$ cat src/rtl/rip_mem_access_unit.sv
// rip_mem_access_unit: byte/half/word load-store unit over a 32-bit word memory, splitting unaligned accesses into two word operations
package rip_const;
    localparam int B_WIDTH = 8;
endpackage

module rip_mem_access_unit
    import rip_const::*;
#(
    parameter int ADDR_WIDTH = 10
) (
    input  logic                    clk,
    input  logic                    rstn,
    input  logic                    req_valid,
    output logic                    req_ready,
    input  logic                    req_we,
    input  logic [2:0]              req_funct3,
    input  logic [ADDR_WIDTH+1:0]   req_addr,
    input  logic [31:0]             req_wdata,
    output logic                    resp_valid,
    input  logic                    resp_ready,
    output logic [31:0]             resp_rdata,
    output logic                    resp_err,
    output logic                    mem_en,
    output logic [ADDR_WIDTH-1:0]   mem_addr,
    output logic [32/B_WIDTH-1:0]   mem_we,
    output logic [31:0]             mem_din,
    input  logic [31:0]             mem_dout
);
    localparam int NB = 32 / B_WIDTH;

    typedef enum logic [2:0] {IDLE, ISSUE1, ISSUE2, WAIT, RESP} state_t;

    state_t                  state;
    logic                    we_q;
    logic                    split_q;
    logic [2:0]              f3_q;
    logic [1:0]              off_q;
    logic [ADDR_WIDTH-1:0]   word_q;
    logic [31:0]             wdata_q;
    logic [31:0]             buf_lo;
    logic                    req_err;
    logic                    req_split;
    logic [NB-1:0]           size_mask;
    logic [2*NB-1:0]         lane_wide;
    logic [63:0]             wr_wide;
    logic [31:0]             raw;
    logic [31:0]             load_data;

    assign req_err   = (req_funct3[1:0] == 2'b11) || (req_funct3[2] && (req_we || req_funct3[1]));
    assign req_split = req_funct3[1] ? (req_addr[1:0] != 2'b00) : (req_funct3[0] && req_addr[1:0] == 2'b11);

    assign size_mask = f3_q[1] ? 4'b1111 : f3_q[0] ? 4'b0011 : 4'b0001;
    assign lane_wide = {{NB{1'b0}}, size_mask} << off_q;
    assign wr_wide   = {32'b0, wdata_q} << (off_q * B_WIDTH);

    assign mem_en   = (state == ISSUE1) || (state == ISSUE2);
    assign mem_addr = (state == ISSUE1) ? word_q : (state == ISSUE2) ? word_q + ADDR_WIDTH'(1) : '0;
    assign mem_we   = !we_q ? '0 : (state == ISSUE1) ? lane_wide[NB-1:0] : (state == ISSUE2) ? lane_wide[2*NB-1:NB] : '0;
    assign mem_din  = !we_q ? '0 : (state == ISSUE1) ? wr_wide[31:0] : (state == ISSUE2) ? wr_wide[63:32] : '0;

    // The last read word arrives in WAIT; an earlier first word of a split access sits in buf_lo.
    assign raw       = 32'({mem_dout, split_q ? buf_lo : mem_dout} >> (off_q * B_WIDTH));
    assign load_data = f3_q[1] ? raw :
                       f3_q[0] ? {{16{~f3_q[2] & raw[15]}}, raw[15:0]} :
                                 {{24{~f3_q[2] & raw[7]}}, raw[7:0]};

    // Request/response FSM with registered handshake and response outputs.
    always_ff @(posedge clk) begin
        if (!rstn) begin
            state      <= IDLE;
            req_ready  <= 1'b0;
            resp_valid <= 1'b0;
            resp_rdata <= '0;
            resp_err   <= 1'b0;
        end else begin
            if (state == ISSUE2 && !we_q)
                buf_lo <= mem_dout;
            case (state)
                IDLE: begin
                    if (req_valid && req_ready) begin
                        req_ready <= 1'b0;
                        we_q      <= req_we;
                        f3_q      <= req_funct3;
                        off_q     <= req_addr[1:0];
                        word_q    <= req_addr[ADDR_WIDTH+1:2];
                        wdata_q   <= req_wdata;
                        split_q   <= req_split;
                        if (req_err) begin
                            state      <= RESP;
                            resp_valid <= 1'b1;
                            resp_rdata <= '0;
                            resp_err   <= 1'b1;
                        end else begin
                            state <= ISSUE1;
                        end
                    end else begin
                        req_ready <= 1'b1;
                    end
                end
                ISSUE1: begin
                    state <= split_q ? ISSUE2 : !we_q ? WAIT : RESP;
                    if (!split_q && we_q) begin
                        resp_valid <= 1'b1;
                        resp_rdata <= '0;
                        resp_err   <= 1'b0;
                    end
                end
                ISSUE2: begin
                    state <= we_q ? RESP : WAIT;
                    if (we_q) begin
                        resp_valid <= 1'b1;
                        resp_rdata <= '0;
                        resp_err   <= 1'b0;
                    end
                end
                WAIT: begin
                    state      <= RESP;
                    resp_valid <= 1'b1;
                    resp_rdata <= load_data;
                    resp_err   <= 1'b0;
                end
                RESP: begin
                    if (resp_ready) begin
                        state      <= IDLE;
                        resp_valid <= 1'b0;
                        req_ready  <= 1'b1;
                    end
                end
                default: state <= IDLE;
            endcase
        end
    end
endmodule

$ cat config.mk
export PLATFORM = sky130hd
export DESIGN_NAME = rip_mem_access_unit
export DESIGN_NICKNAME = d
export VERILOG_FILES = /design/src/rtl/rip_mem_access_unit.sv
export SDC_FILE = /design/constraint.sdc
export NUM_CORES = 1
export LEC_CHECK = 0
export CELL_PAD_IN_SITES_DETAIL_PLACEMENT = 1
export CELL_PAD_IN_SITES_GLOBAL_PLACEMENT = 1
export CORE_UTILIZATION = 38
export CTS_CLUSTER_DIAMETER = 80
export CTS_CLUSTER_SIZE = 30
export DETAILED_ROUTE_END_ITERATION = 8
export GPL_ROUTABILITY_DRIVEN = 1
export GPL_TIMING_DRIVEN = 0
export PLACE_DENSITY_LB_ADDON = 0.25
export SYNTH_ARGS = -nofsm -noshare
export SYNTH_HDL_FRONTEND = slang
export SYNTH_SLANG_ARGS = --single-unit
$ cat constraint.sdc
create_clock -name clk -period 7.6 [get_ports clk]
set_clock_uncertainty 0.2 [all_clocks]
set_input_delay 1.9 -clock clk [delete_from_list [all_inputs] [get_ports clk]]
set_output_delay 1.9 -clock clk [all_outputs]
set_load 0.1 [all_outputs]
# Word-level counts from Yosys, hierarchy flattened
# Cells that the tools add are included.
[op_classes] n_addsub=1 n_mul=0 div=0 magnitude_cmp=0 n_eq_ne=11 shift=3 muxes=37 bitwise_logic=3 reduce_logical=21
[op_table] op="32-bit two-way mux" n=10
[op_table] op="32-bit case mux with 4 select lines" n=1
[op_table] op="32-bit by 5-bit left shift with 64-bit output" n=1
[op_table] op="64-bit by 5-bit >> shifter with 32-bit output" n=1
[op_table] op="10-bit two-way mux" n=2
[op_table] op="4-bit two-way mux" n=4
[op_table] op="3-bit two-way mux" n=5
[op_table] op="3-bit case mux with 5 select lines" n=1
[op_table] op="10-bit by 1-bit adder with 10-bit output, second input constant" n=1
[op_table] op="1-bit two-way mux" n=10
[op_table] op="2-bit != test, second input constant" n=4
[op_table] op="4-bit by 2-bit left shift with 8-bit output" n=1
[op_table] op="3-bit by 2-bit == test with 1-bit output, second input constant" n=2
[op_table] op="2-bit AND reduction" n=3
[op_table] op="6-bit AND reduction" n=1
[op_table] op="1-bit logical AND" n=5
[op_table] op="1-bit case mux with 5 select lines" n=1
[op_table] op="5-bit AND reduction" n=1
[op_table] op="5-bit nonzero test" n=1
[op_table] op="2-bit == test, second input constant" n=2
[op_table] op="1-bit case mux with 4 select lines" n=1
[op_table] op="2-bit nonzero test" n=2
[op_table] op="4-bit nonzero test" n=1
[op_table] op="3-bit by 1-bit == test with 1-bit output, second input constant" n=1
[op_table] op="other kinds (10)" n=14
[word_totals] ff_bits=119 latch_bits=0 ramBits=0 romBits=0 inputBits=84 out_inout_bits=82 wordCells=88 mem_count=0

# Longest topological paths before layout
[depth] ltp_word=6 ltp_mapped=8 mapped_depth_nobuf=6

# Worst setup path after synthesis
# OpenSTA, ideal clock, no wires.
[synth_path] path_type="input to register" from="input req_valid" to="register f3_q[0] (enable)" setup_time_ns=0.516 t_arrival_ns=5.385 required_time_ns=6.884 path_slack_ns=1.498 path_stages=2 path_cell_list="nand2_1 -> nor3_1"
[synth_via] elab_chain_cells=2
[synth_rtl] element="start: declaration" line="13" text="input logic req_valid,"
[synth_rtl] element="1-bit logical AND" line="80" text="if (req_valid && req_ready) begin"
[synth_rtl] element="3-bit AND reduction (no line)"
[synth_rtl] element="end signal: assignment" line="83" text="f3_q <= req_funct3;"
[synth_rtl] element="end: declaration" line="36" text="logic [2:0] f3_q;"
# Every way passes these cells.
# A chain may end at the register's enable or synchronous reset.

# Final worst setup path
[layout_path] from="register off_q[0]" to="output mem_din[1]"
[layout_via] elab_chain_cells=4
[layout_rtl] element="start: declaration" line="37" text="logic [1:0] off_q;"
[layout_rtl] element="start signal: assignment" line="84" text="off_q <= req_addr[1:0];"
[layout_rtl] element="32-bit by 5-bit left shift with 64-bit output *" line="54" text="assign wr_wide = {32'b0, wdata_q} << (off_q * B_WIDTH);"
[layout_rtl] element="32-bit two-way mux" line="59" text="assign mem_din = !we_q ? '0 : (state == ISSUE1) ? wr_wide[31:0] : (state == ISSUE2) ? wr_wide[63:32] : '0;"
[layout_rtl] element="32-bit two-way mux * (2 in series)" line="59"
[layout_rtl] element="end: declaration" line="26" text="output logic [31:0] mem_din,"
# Mark *: on every way between the ends. The rest lies on a longest branch, timed or not.

==> results.sh <==
export IMPL_outcome="completed"
export IMPL_grt_max_degree=17
export IMPL_rsz0062_at_grt="false"
export IMPL_seqPwrFrac=0.397
export IMPL_synthesis_nets=684
export IMPL_synthTopCellsByCount="edfxtp_1, a21oi_1, nand2_1"
export IMPL_place_inst=985
export IMPL_p_int_w=0.00128
export IMPL_drive_gt1_frac=0.125
export IMPL_clock_latency_ns=0.44
export IMPL_dpl_hpwl_um=16900
export IMPL_p_leak_nw=3.14
export IMPL_htreeDepth=4
export IMPL_post_route_min_period_ns=6.21
export IMPL_p_switching_w=0.000531
export IMPL_diodes=0
export IMPL_max_freq_ghz=0.161
export IMPL_synth_area_leader_cell="edfxtp_1"
export IMPL_synth_seq_cells=119
export IMPL_vias_per_cell=5.89
export IMPL_hold_buffers=0
export IMPL_path_cells="buf_2 -> buf_2 -> clkbuf_1 -> nor2_1 -> o2bb2ai_1 -> a21oi_1 -> a21oi_1 -> clkdlybuf4s50_1"
export IMPL_area_delta_synth_final_pct=40.4
export IMPL_cts_resized_gates=0
export IMPL_synthCells=599
export IMPL_path_max_fanout=10
export IMPL_path_clk_slew_ns=0.06
export IMPL_avgSynthCellArea_um2=10.6
export IMPL_start_util=0.395
export IMPL_synth_top_area_share=0.382
export IMPL_clkSinkCount=119
export IMPL_setup_violations=0
export IMPL_clockPowerShare=0.432
export IMPL_layout_cells_non_filler=1017
export IMPL_tightest_slew_ns=1.06
export IMPL_synth_ff_type="edfxtp_1"
export IMPL_switching_share=0.293
export IMPL_cts_setup_buffers=0
export IMPL_timing_hold_ws_ns=0.262
export IMPL_antenna_left=0
export IMPL_slew_headroom=0.293
export IMPL_critical_path_class="reg -> out"
export IMPL_peakVddDrop_mv=0.151
export IMPL_critPathLaunchType="register"
export IMPL_rows=46
export IMPL_hold_viol=0
export IMPL_yosys_cell_count_top_type="edfxtp_1"
export IMPL_cts_tree="done"
export IMPL_die_h_um=131
export IMPL_dp_slack_ns=1.93
export IMPL_drt_iter0_drc=502
export IMPL_grt_pass1_vias=6379
export IMPL_finalNetCount=873
export IMPL_first_pass_iters=6
export IMPL_clockBufferDepth=2
export IMPL_synthArstFlopShare=0
export IMPL_crit_arrival_ns=4.11
export IMPL_dieArea_um2=17300
export IMPL_synth_distinct_cells=52
export IMPL_p_per_area_nw_per_um2=203
export IMPL_fin_crit_sh=0.818
export IMPL_ys_top_cells_by_area="edfxtp_1, dfxtp_1, mux2i_1"
export IMPL_total_power_w=0.00182
export IMPL_drc_errors=0
export IMPL_syn_area_um2=6360
export IMPL_slowest_stage="clkdlybuf4s50_1"
export IMPL_gp_congestion=0.915
export IMPL_synth_seq_area_share=0.502
export IMPL_maxCapViolations=0
export IMPL_grtUsageTotal=0.274
export IMPL_antenna_found_initial=0
export IMPL_p_comb_frac=0.171
export IMPL_crit_buf_inv=4
export IMPL_fin_ws_ns=1.39
export IMPL_end_kind="output pin"
export IMPL_cts_root_buf="clkbuf_16"
export IMPL_routedWlPerCell_um=23.2
export IMPL_synth_edff_count=81
export IMPL_dr_total_vias=5995
export IMPL_timing_hold_worst_class="reg -> reg"
export IMPL_dieWidth_um=131
export IMPL_core_area_um2=16100
export IMPL_critical_path_required_ns=5.50
export IMPL_ios=166
export IMPL_yosys_warnings=0
export IMPL_max_stage_delay_ns=1.18
export IMPL_cts_inserted_buffers=17
export IMPL_io_buffers=165
export IMPL_cpLargestDelayFamily="buffers and inverters"
export IMPL_drv_slew=0
export IMPL_drt_wl_total_um=23600
export IMPL_overflow=0
export IMPL_grt_pass1_wl_um=35800
[power groups by stage]
stage	registers [W]	clock network [W]	logic [W]
5_1_grt	0.000722	0.000825	0.000323
6_report	0.000721	0.000785	0.000310
2_1_floorplan	0.000750	0	0.000170
4_1_cts	0.000720	0.000791	0.000308
3_3_place_gp	0.000735	0	0.000295
3_5_place_dp	0.000734	0	0.000304
[worst register-to-register path, cell delays in order (launching register included)]
cell and delay (ns):
dfxtp_1 0.41, inv_1 0.13, or3_1 0.46, clkbuf_1 0.29
nor3_2 0.82, buf_6 0.28
[flip-flops by register name, indices dropped and copies added, names as in the netlist]
name / count
resp_err: 1
buf_lo: 32
wdata_q: 32
we_q: 1
f3_q: 3
resp_valid: 1
word_q: 10
off_q: 2
state: 3
resp_rdata: 32
req_ready: 1
split_q: 1
[routing by layer]
layer | global-route usage | routed length [µm]
met1 | 0.319 | 9520
met2 | 0.470 | 11600
met3 | 0.0656 | 1630
met4 | 0.137 | 789
met5 | 0 | 0
[logic make-up (layout without fill, tap and decap cells)]
| group | Yosys count | after routing | synth area share |
|---|---|---|---|
| DFF | 119 | 119 | 0.502 |
| AOI/OAI and AO/OA | 196 | 196 | 0.202 |
| and+or+nand+nor | 140 | 140 | 0.0995 |
| muxes | 84 | 84 | 0.152 |
| adders and majority gates | 1 | 1 | 0.00197 |
| buffers and inverters | 57 | 259 | 0.0403 |
| xor gates and xnor gates | 2 | 2 | 0.00275 |
[worst paths after layout]
path | startpoint | end | slack, ns | cells past startpoint
min reg2reg | resp_rdata[28] | resp_rdata[28] | 0.26 | 1
min | resp_rdata[28] | resp_rdata[28] | 0.26 | 1
max reg2reg | state[1] | buf_lo[26] | 4.70 | 5
max | off_q[0] | mem_din[1] | 1.39 | 8
[stage by stage]
stage / util / TNS (ns) / instance area (µm²)
6_report: 0.554 / 0 / 8930
5_1_grt: 0.554 / 0 / 8930
4_1_cts: 0.554 / 0 / 8930
3_5_place_dp: 0.518 / 0 / 8350
3_3_place_gp: 0.514 / -15.51 / 8280
2_1_floorplan: - / 0 / 6360
[cells in the final DEF (no fill, tap or decap), types with 3 or more instances in the layout]
| cell | n |
|---|---|
| o21ai_0 | 28 |
| o32ai_1 | 3 |
| nand2b_1 | 3 |
| mux4_2 | 7 |
| mux2_2 | 25 |
| a31oi_1 | 11 |
| edfxtp_1 | 81 |
| buf_6 | 6 |
| dfxtp_1 | 38 |
| clkinv_2 | 3 |
| nand4_1 | 3 |
| o22ai_1 | 15 |
| and3_1 | 3 |
| o211ai_1 | 7 |
| a32o_1 | 3 |
| o21ai_1 | 10 |
| clkdlybuf4s50_1 | 165 |
| nor2_1 | 39 |
| nand3_1 | 5 |
| inv_1 | 6 |
| and2_1 | 5 |
| clkbuf_1 | 22 |
| a21oi_1 | 54 |
| nor3_1 | 10 |
| nand2_1 | 52 |
| nor2b_1 | 10 |
| buf_2 | 22 |
| a22o_1 | 9 |
| mux2i_1 | 50 |
| o2bb2ai_1 | 31 |
| clkbuf_16 | 19 |
| buf_1 | 3 |
| a211oi_1 | 15 |
| clkinv_4 | 5 |
[final cells by class]
class	count	area, µm²
Timing Repair Buffer	170	1710
Clock inverter	12	90.1
Inverter	7	26.3
Tap cell	216	270
Clock buffer	20	489
Fill cell	1762	7190
Sequential cell	119	3190
Buffer	50	230
Multi-Input combinational cell	423	2920
Note: power is estimated with default switching activity, not from simulation.
